`src/rtl/h14tx_island_scheduler.sv`:
```
// h14tx_island_scheduler_pkg: shared period type for the island scheduler.
package h14tx_island_scheduler_pkg;

  // Per-clock period classification presented to the TMDS encoder.
  typedef enum logic [1:0] {
    Control            = 2'd0,
    DataIslandPreamble = 2'd1,
    DataIslandGuard    = 2'd2,
    DataIslandActive   = 2'd3
  } period_t;

endpackage

// h14tx_island_scheduler
// Schedules one HDMI data island per line in horizontal blanking:
// 4 clk control lead, 8 clk preamble, 2 clk guard, N x 32 clk packets,
// 2 clk trailing guard. All outputs are registered (1 clk after the x
// they describe).
// Ports:
//   clk, rst_n    - clock, async active-low reset
//   x             - horizontal position, 0..FrameWidth-1
//   enable        - permits opening an island at x == ActiveWidth
//   max_packets   - runtime packet limit, sampled at island open
//   pkt_valid     - upstream has a packet
//   pkt_take      - pulse on the first clock of each packet (consume)
//   pkt_index     - packet number within island (0 outside ACTIVE)
//   pkt_clk       - clock within packet 0..31 (0 outside ACTIVE)
//   timings       - period classification
//   busy          - scheduler not idle
module h14tx_island_scheduler
  import h14tx_island_scheduler_pkg::*;
#(
  parameter int unsigned BitWidth    = 11,
  parameter int unsigned FrameWidth  = 1650,
  parameter int unsigned ActiveWidth = 1280,
  parameter int unsigned HardLimit   = 18
) (
  input  logic                clk,
  input  logic                rst_n,
  input  logic [BitWidth-1:0] x,
  input  logic                enable,
  input  logic [4:0]          max_packets,
  input  logic                pkt_valid,
  output logic                pkt_take,
  output logic [4:0]          pkt_index,
  output logic [4:0]          pkt_clk,
  output period_t             timings,
  output logic                busy
);

  localparam int unsigned PacketsFit = (FrameWidth - ActiveWidth - 30) / 32;
  localparam int unsigned MaxPackets = (PacketsFit < HardLimit) ? PacketsFit : HardLimit;
  localparam logic [4:0]  MaxPktW    = 5'(MaxPackets);

  localparam logic [2:0] S_IDLE        = 3'd0;
  localparam logic [2:0] S_LEAD_CTRL   = 3'd1;
  localparam logic [2:0] S_PREAMBLE    = 3'd2;
  localparam logic [2:0] S_LEAD_GUARD  = 3'd3;
  localparam logic [2:0] S_ACTIVE      = 3'd4;
  localparam logic [2:0] S_TRAIL_GUARD = 3'd5;
  localparam logic [2:0] S_DONE        = 3'd6;

  logic [2:0] state_q, state_d;
  logic [4:0] phase_q, phase_d;
  logic [4:0] index_q, index_d;
  logic [4:0] lim_q,   lim_d;

  period_t    timings_q, timings_d;
  logic       take_q,    take_d;
  logic [4:0] pidx_q,    pidx_d;
  logic [4:0] pclk_q,    pclk_d;
  logic       busy_q,    busy_d;

  // State in effect for the x currently presented (open/abort folded in)
  logic [2:0] eff_state_c;
  logic [4:0] eff_phase_c;
  logic [4:0] eff_index_c;

  logic [4:0] lim_c;
  logic       open_c;
  logic       x_zero_c;

  assign lim_c    = (max_packets < MaxPktW) ? max_packets : MaxPktW;
  assign x_zero_c = (x == '0);
  assign open_c   = (x == BitWidth'(ActiveWidth)) && enable && pkt_valid && (lim_c != 5'd0);

  // State and output registers
  always_ff @(posedge clk or negedge rst_n) begin
    if (!rst_n) begin
      state_q   <= S_IDLE;
      phase_q   <= 5'd0;
      index_q   <= 5'd0;
      lim_q     <= 5'd0;
      timings_q <= Control;
      take_q    <= 1'b0;
      pidx_q    <= 5'd0;
      pclk_q    <= 5'd0;
      busy_q    <= 1'b0;
    end else begin
      state_q   <= state_d;
      phase_q   <= phase_d;
      index_q   <= index_d;
      lim_q     <= lim_d;
      timings_q <= timings_d;
      take_q    <= take_d;
      pidx_q    <= pidx_d;
      pclk_q    <= pclk_d;
      busy_q    <= busy_d;
    end
  end

  // Resolve the current cycle: x == 0 aborts, an open cycle is LEAD_CTRL cycle 1
  always_comb begin
    eff_state_c = state_q;
    eff_phase_c = phase_q;
    eff_index_c = index_q;
    lim_d       = lim_q;
    if ((state_q != S_IDLE) && x_zero_c) begin
      eff_state_c = S_IDLE;
      eff_phase_c = 5'd0;
      eff_index_c = 5'd0;
    end else if ((state_q == S_IDLE) && open_c) begin
      eff_state_c = S_LEAD_CTRL;
      eff_phase_c = 5'd0;
      eff_index_c = 5'd0;
      lim_d       = lim_c;
    end
  end

  // Next state and next registered outputs
  always_comb begin
    state_d   = eff_state_c;
    phase_d   = eff_phase_c + 5'd1;
    index_d   = eff_index_c;
    timings_d = Control;
    take_d    = 1'b0;
    pidx_d    = 5'd0;
    pclk_d    = 5'd0;
    busy_d    = (eff_state_c != S_IDLE);

    case (eff_state_c)
      S_IDLE: begin
        phase_d = 5'd0;
        index_d = 5'd0;
      end
      S_LEAD_CTRL: begin
        if (eff_phase_c == 5'd3) begin
          state_d = S_PREAMBLE;
          phase_d = 5'd0;
        end
      end
      S_PREAMBLE: begin
        timings_d = DataIslandPreamble;
        if (eff_phase_c == 5'd7) begin
          state_d = S_LEAD_GUARD;
          phase_d = 5'd0;
        end
      end
      S_LEAD_GUARD: begin
        timings_d = DataIslandGuard;
        if (eff_phase_c == 5'd1) begin
          state_d = S_ACTIVE;
          phase_d = 5'd0;
          index_d = 5'd0;
        end
      end
      S_ACTIVE: begin
        timings_d = DataIslandActive;
        take_d    = (eff_phase_c == 5'd0);
        pidx_d    = eff_index_c;
        pclk_d    = eff_phase_c;
        if (eff_phase_c == 5'd31) begin
          phase_d = 5'd0;
          // Chain another packet only if one is ready and the limit allows it
          if (pkt_valid && ((6'(eff_index_c) + 6'd1) < 6'(lim_q))) begin
            index_d = eff_index_c + 5'd1;
          end else begin
            state_d = S_TRAIL_GUARD;
            index_d = 5'd0;
          end
        end
      end
      S_TRAIL_GUARD: begin
        timings_d = DataIslandGuard;
        if (eff_phase_c == 5'd1) begin
          state_d = S_DONE;
          phase_d = 5'd0;
        end
      end
      S_DONE: begin
        // Leaves on x == 0 through the abort path above
        phase_d = 5'd0;
      end
      default: begin
        state_d = S_IDLE;
        phase_d = 5'd0;
        index_d = 5'd0;
        busy_d  = 1'b0;
      end
    endcase
  end

  assign timings   = timings_q;
  assign pkt_take  = take_q;
  assign pkt_index = pidx_q;
  assign pkt_clk   = pclk_q;
  assign busy      = busy_q;

endmodule

```
`config.mk`:
```
export PLATFORM = sky130hd
export DESIGN_NAME = h14tx_island_scheduler
export DESIGN_NICKNAME = d
export VERILOG_FILES = /design/src/rtl/h14tx_island_scheduler.sv
export SDC_FILE = /design/constraint.sdc
export NUM_CORES = 1
export LEC_CHECK = 0
export BUFFER_PORTS_ARGS = -buffer_cell sky130_fd_sc_hd__buf_2
export CELL_PAD_IN_SITES_DETAIL_PLACEMENT = 0
export CELL_PAD_IN_SITES_GLOBAL_PLACEMENT = 2
export CORE_UTILIZATION = 37
export CTS_CLUSTER_SIZE = 10
export DETAILED_ROUTE_END_ITERATION = 12
export PLACE_DENSITY_LB_ADDON = 0.1
export SETUP_SLACK_MARGIN = 0.02
export SLEW_MARGIN = 20
export SYNTH_ARGS = -nofsm -noshare
export SYNTH_HDL_FRONTEND = slang
export SYNTH_SLANG_ARGS = --single-unit
```
`constraint.sdc`:
```
create_clock -name clk -period 7.04 [get_ports clk]
set_input_delay 0.352 -clock clk [delete_from_list [all_inputs] [get_ports clk]]
set_output_delay 0.352 -clock clk [all_outputs]
set_load 0.05 [all_outputs]
```
# ---- After elaboration in Yosys (flattened, before gate mapping)
# Cells that the tools add are included.
dict set report classes {
  addsub 3
  multipliers 0
  n_div 0
  magnitude_cmp 2
  eq_ne 11
  shifts 0
  n_mux 28
  bitwise_logic 1
  reduce_logical 18
}
# op count
set op_table {}
lappend op_table {{$mux 5} 14}
lappend op_table {{$mux 3} 8}
lappend op_table {{$pmux 5 s4} 1}
lappend op_table {{$pmux 3 s6} 1}
lappend op_table {{$pmux 5 s3} 1}
lappend op_table {{$eq 11x11->1 const B} 1}
lappend op_table {{$logic_not 11->1} 1}
lappend op_table {{$add 5x1->5 const B} 2}
lappend op_table {{$eq 3x3->1 const B} 3}
lappend op_table {{$reduce_or 7->1} 1}
lappend op_table {{$add 5x1->6 const B} 1}
lappend op_table {{$eq 3x2->1 const B} 2}
lappend op_table {{$logic_and 1x1->1} 6}
lappend op_table {{$logic_not 3->1} 2}
lappend op_table {{$lt 6x5->1} 1}
lappend op_table {{$pmux 2 s3} 1}
lappend op_table {{$reduce_bool 3->1} 2}
lappend op_table {{$eq 5x1->1 const B} 1}
lappend op_table {{$eq 5x2->1 const B} 1}
lappend op_table {{$eq 5x3->1 const B} 1}
lappend op_table {{$eq 5x5->1 const B} 1}
lappend op_table {{$logic_not 5->1} 1}
lappend op_table {{$lt 5x4->1 const B} 1}
lappend op_table {{$reduce_bool 5->1} 1}
lappend op_table {{other kinds (6)} 8}
dict set report totals {
  register_bits 32
  latchBits 0
  ramBits 0
  rom_bits 0
  inputBits 20
  output_inout_bits 14
  wordCells 72
  memories 0
}

# ---- Logic depth before layout (Yosys ltp)
dict set report depth {
  word_depth 13
  depth_mapped 18
  mapped_depth_nobuf 17
}

# ---- Worst setup path before layout
# OpenSTA, ideal clock, no wires.
dict set report synth_timing {
  path_kind {input -> register}
  start {in x[2]}
  end {reg state_q[1]}
  setup_ps 125
  t_arrival_ps 3256
  required_ps 6915
  setup_slack_ps 3659
  stages 17
  n_path_buf 1
  path_cell_list {or4_4 > nor3_4 > o21ai_2 > buf_6 > and2_1 > ha_1 > nand3_1 > xor2_1 > nor2_1 > ha_1 > nand2_1 > o21ai_0 > nor3b_1 > o211a_1 > o21a_1 > nor3_1 > o21ai_1}
}
dict set report synth_via {
  elab_chain_len 13
  elab_cells_between_ends 35
  cone_classes {add/sub (1); order compare (1); eq/ne (11); mux (13); reduce/logical (9)}
}
# item line
set synth_rtl {}
lappend synth_rtl {{from (decl)} 40} ;# input logic [BitWidth-1:0] x,
lappend synth_rtl {{$eq 11x11->1} 85} ;# assign open_c = (x == BitWidth'(ActiveWidth)) && enable && pkt_valid && (lim_c != 5'd0);
lappend synth_rtl {{$logic_and 1x1->1 (3 in series)} 85}
lappend synth_rtl {{$logic_and 1x1->1} 122} ;# end else if ((state_q == S_IDLE) && open_c) begin
lappend synth_rtl {{$mux 5} 122}
lappend synth_rtl {{$mux 5} 118} ;# if ((state_q != S_IDLE) && x_zero_c) begin
lappend synth_rtl {{$add 5x1->6} 175} ;# if (pkt_valid && ((6'(eff_index_c) + 6'd1) < 6'(lim_q))) begin
lappend synth_rtl {{$lt 6x5->1} 175}
lappend synth_rtl {{$logic_and 1x1->1} 175}
lappend synth_rtl {{$mux 3} 175}
lappend synth_rtl {{$mux 3} 172} ;# if (eff_phase_c == 5'd31) begin
lappend synth_rtl {{$pmux 3 s6 *} 141} ;# case (eff_state_c)
lappend synth_rtl {{net state_d[1]} 63} ;# logic [2:0] state_q, state_d;
lappend synth_rtl {{to (signal assigned)} 100} ;# state_q <= state_d;
lappend synth_rtl {{to (decl)} 63}
# Mark *: on every way through the listed nets, which the timed path passes. The rest lies on a longest branch.
# A chain may end at the register's enable or synchronous reset.

# ---- Worst setup path after layout
dict set report layout_timing {
  start {reg state_q[0]}
  end {reg index_q[4]}
}
dict set report layout_via {
  elab_chain_len 10
  elab_cells_between_ends 27
  cone_classes {add/sub (2); order compare (1); eq/ne (8); mux (10); reduce/logical (6)}
}
# item line
set layout_rtl {}
lappend layout_rtl {{$logic_not 3->1} 122}
lappend layout_rtl {{$logic_and 1x1->1} 122}
lappend layout_rtl {{$mux 5} 122}
lappend layout_rtl {{$mux 5} 118}
lappend layout_rtl {{$add 5x1->6} 175}
lappend layout_rtl {{$lt 6x5->1} 175}
lappend layout_rtl {{$logic_and 1x1->1} 175}
lappend layout_rtl {{$mux 5} 175}
lappend layout_rtl {{$mux 5} 172}
lappend layout_rtl {{$pmux 5 s3 *} 141}
lappend layout_rtl {{net index_d[4]} 65} ;# logic [4:0] index_q, index_d;
lappend layout_rtl {{to (signal assigned)} 102} ;# index_q <= index_d;
lappend layout_rtl {{to (decl)} 65}
# Marked as above.

==> out/qor.yml <==
status:
  status: "complete, no violations"
floorplanning:
  num_io_pins: 34
  num_rows: 25
  start_util_pct: 39.7
  die_y_um: 74.4
  dieArea_um2: 5530
  dieWidth_um: 74.4
  core-area_um2: 4880
setup_path:
  worstReg2RegStart: "state_q[0]"
  r2r-end: "index_q[4]"
  cp_slowest_stage_delay_ns: 0.41
  cp_max_fo: 11
  timing.critical_path.slowest_stage_cell: "a211oi_2"
  r2r_slack_ns: 3.42
  required_ns: 7.25
  crit_type: "reg -> reg"
  worst-path-buf-inv: 1
  crit_chain: "or3_1 -> a211oi_2 -> o21ai_2 -> nand2_1 -> inv_1 -> ha_1 -> nand3_1 -> xor2_1 -> nor2_1 -> ha_1 -> nand2_1 -> o21ai_0 -> nor3b_1 -> o211a_1 -> o21a_1 -> nand3_1 -> o211ai_1"
  cp_top_family: "compound AO/OA/AOI/OAI gates"
  crit_cells: 17
  start_kind: "flop"
  crit_arrival_ns: 3.82
  worstRegToRegCells: 17
  end_kind: "flop"
route:
  wl_met2_um: 2220
  route.detailed.drc: 0
  ant_nets: 0
  first_iter_violations: 69
  drt-total-wl_um: 4860
  vias_per_cell: 5.29
  vias: 1640
  top_layer_used: "met4"
  wl_met3_um: 239
  wl_per_cell_um: 15.7
  drt_first_pass_iters: 4
  wl_met1_um: 2360
synthesis:
  ys_async_sr_fraction_pct: 100
  synth-seq-area-share_pct: 41.3
  ys_ff_latch: 32
  synthDistinctLibCells: 51
  syn-num-nets: 241
  synth-edff-count: 0
  synth_ff_type: "dfrtp_1"
  yosysWarnings: 0
  avgSynthCellArea_um2: 9.32
  syn_inst: 208
  netlist_area_um2: 1940
global_routing:
  grt_pass1_vias: 1594
  grt_pass1_wl_um: 7900
  antenna_found_initial: 0
  grt_usage_pct: 19.4
  grt_max_degree: 33
  grt.overflow.total: 0
sta:
  setup_slack_ns: 3.42
  setup_viol: 0
  fin_tns_setup_ns: 0
  min_period_over_period_pct: 51.4
  fin_skew_ns: 0.00612
  rsz0062_at_grt: "no"
  hold_viol: 0
  slew_violations: 0
  slew_headroom_pct: 51.4
  clock.fmax_mhz: 277
  period_minus_slack_ns: 3.62
  worstMarginPinSlew_ns: 0.729
power:
  power.density_nw_per_um2: 157
  irDropWorstVdd_uv: 73.2
  p_leak_nw: 1.12
clock_tree:
  clock_latency_ns: 0.29
  cts_max_level: 2
  holdBufCountCts: 0
  path_clk_slew_ns: 0.07
  cts_tree: "done"
  cts_made_buffers: 5
  cts.repair.resized: 0
  cts-root-buf: "clkbuf_8"
  clk_path_buf_depth: 2
  cts.sink_count: 32
  post-cts-setup-buffers: 0
place:
  place.gp.congestion: 0.869
  pre_cts_ws_ns: 3.24
  io_buffer_count: 33
  hpwl_um: 3550
flow_run:
  maxCapViolations: 0
cells_and_area:
  drive_gt1_share_pct: 21.4
  syn_to_final_growth_pct: 15.6
  nNetsFinal: 275
  layout_common_cells: "buf_2, dfrtp_1, nand2_1"
  mostFrequentLayoutCell: "buf_2"
  antenna_cells: 0
hold_path:
  worstHoldPathType: "in -> async"
-- synth_stat cells (2+ instances only) --
master     n  share of area, %
nor3_1     7               1.8
nand4_1    2              0.65
o211ai_1   2              0.77
nand2_2    2              0.65
a31oi_1    5               1.6
buf_6      2               1.2
ha_1      13               8.4
o21bai_1   2              0.77
inv_1     13               2.5
xor2_1     2              0.90
o21ai_0    8               2.1
o22ai_1    2              0.65
a21oi_1    3              0.77
o21a_1     3               1.2
or3_1      3              0.97
dfrtp_1   32                41
clkbuf_1   4              0.77
nand3_1    9               2.3
xnor2_1    3               1.4
o311ai_0   2              0.90
nor2_1    20               3.9
a211oi_1   2              0.77
and3_1     9               2.9
nand2_1   23               4.5
o21ai_1    3              0.77
and2_1     7               2.3
-- power by group --
group	switching, W	total [W]	internal (W)	leakage, nW
Clock	0.0000711	0.000151	0.0000798	0.0455
Sequential	0.000000154	0.000184	0.000184	0.437
Combinational	0.00000949	0.0000155	0.00000599	0.640
-- stage by stage --
| step | utilization [%] | std cells | cell area (um^2) | hold slack [ns] | total power (W) |
|---|---|---|---|---|---|
| 5_1_grt | 45.9 | 310 | 2240 | 0.172 | 0.000366 |
| 3_5_place_dp | 44.1 | 302 | 2150 | 0.465 | 0.000204 |
| 2_1_floorplan | - | 208 | 1940 | 0.0564 | 0.000192 |
| 6_report | 45.9 | 310 | 2240 | 0.119 | 0.000351 |
| 4_1_cts | 45.9 | 310 | 2240 | 0.154 | 0.000354 |
| 3_3_place_gp | 44.1 | 302 | 2150 | 0.453 | 0.000203 |
-- metal layers --
metal	global-route usage, %	vias to the layer above
li1	-	808
met1	25.6	767
met2	31.6	60
met3	4.20	5
met4	6.29	0
met5	0	-
-- worst reg2reg max path: stages, from the launching register on --
cell	delay, ns
dfrtp_1	0.39
or3_1	0.39
a211oi_2	0.41
o21ai_2	0.24
nand2_1	0.20
inv_1	0.06
ha_1	0.25
nand3_1	0.11
xor2_1	0.14
nor2_1	0.07
ha_1	0.32
nand2_1	0.07
o21ai_0	0.07
nor3b_1	0.18
o211a_1	0.24
o21a_1	0.20
nand3_1	0.11
o211ai_1	0.10
-- kinds of logic after synthesis --
kind of cell             after synthesis  share of synthesized area [%]
AO/OA/AOI/OAI                         46                           17.5
XOR/XNOR                               5                           2.26
adder cells (fa/ha/maj)               13                           8.39
buffers and inverters                 19                           4.45
flip-flops                            32                           41.3
multiplexers                           2                           1.10
AND/OR/NAND/NOR                       91                           25.0
-- registers in the layout (all words and copies together), names as in the netlist --
register / flops
index_q: 5
lim_q: 5
phase_q: 5
pkt_clk: 5
pkt_index: 5
state_q: 3
timings: 2
busy: 1
pkt_take: 1
-- area by class of cell --
cell class	count	area, um^2
Timing Repair Buffer	33	165
Multi-Input combinational cell	157	1050
Tap cell	67	83.8
Sequential cell	32	801
Inverter	13	48.8
Fill cell	510	2640
Clock buffer	8	90.1
-- how the worst max path moves through the flow --
stage / start / to
floorplan: x[2] / state_q[1]
global route: state_q[0] / state_q[1]
finish: state_q[0] / index_q[4]
global placement: x[2] / index_q[4]
CTS: state_q[0] / index_q[4]
detailed placement: x[0] / index_q[4]
No activity file was read; power rests on OpenSTA's default activity.
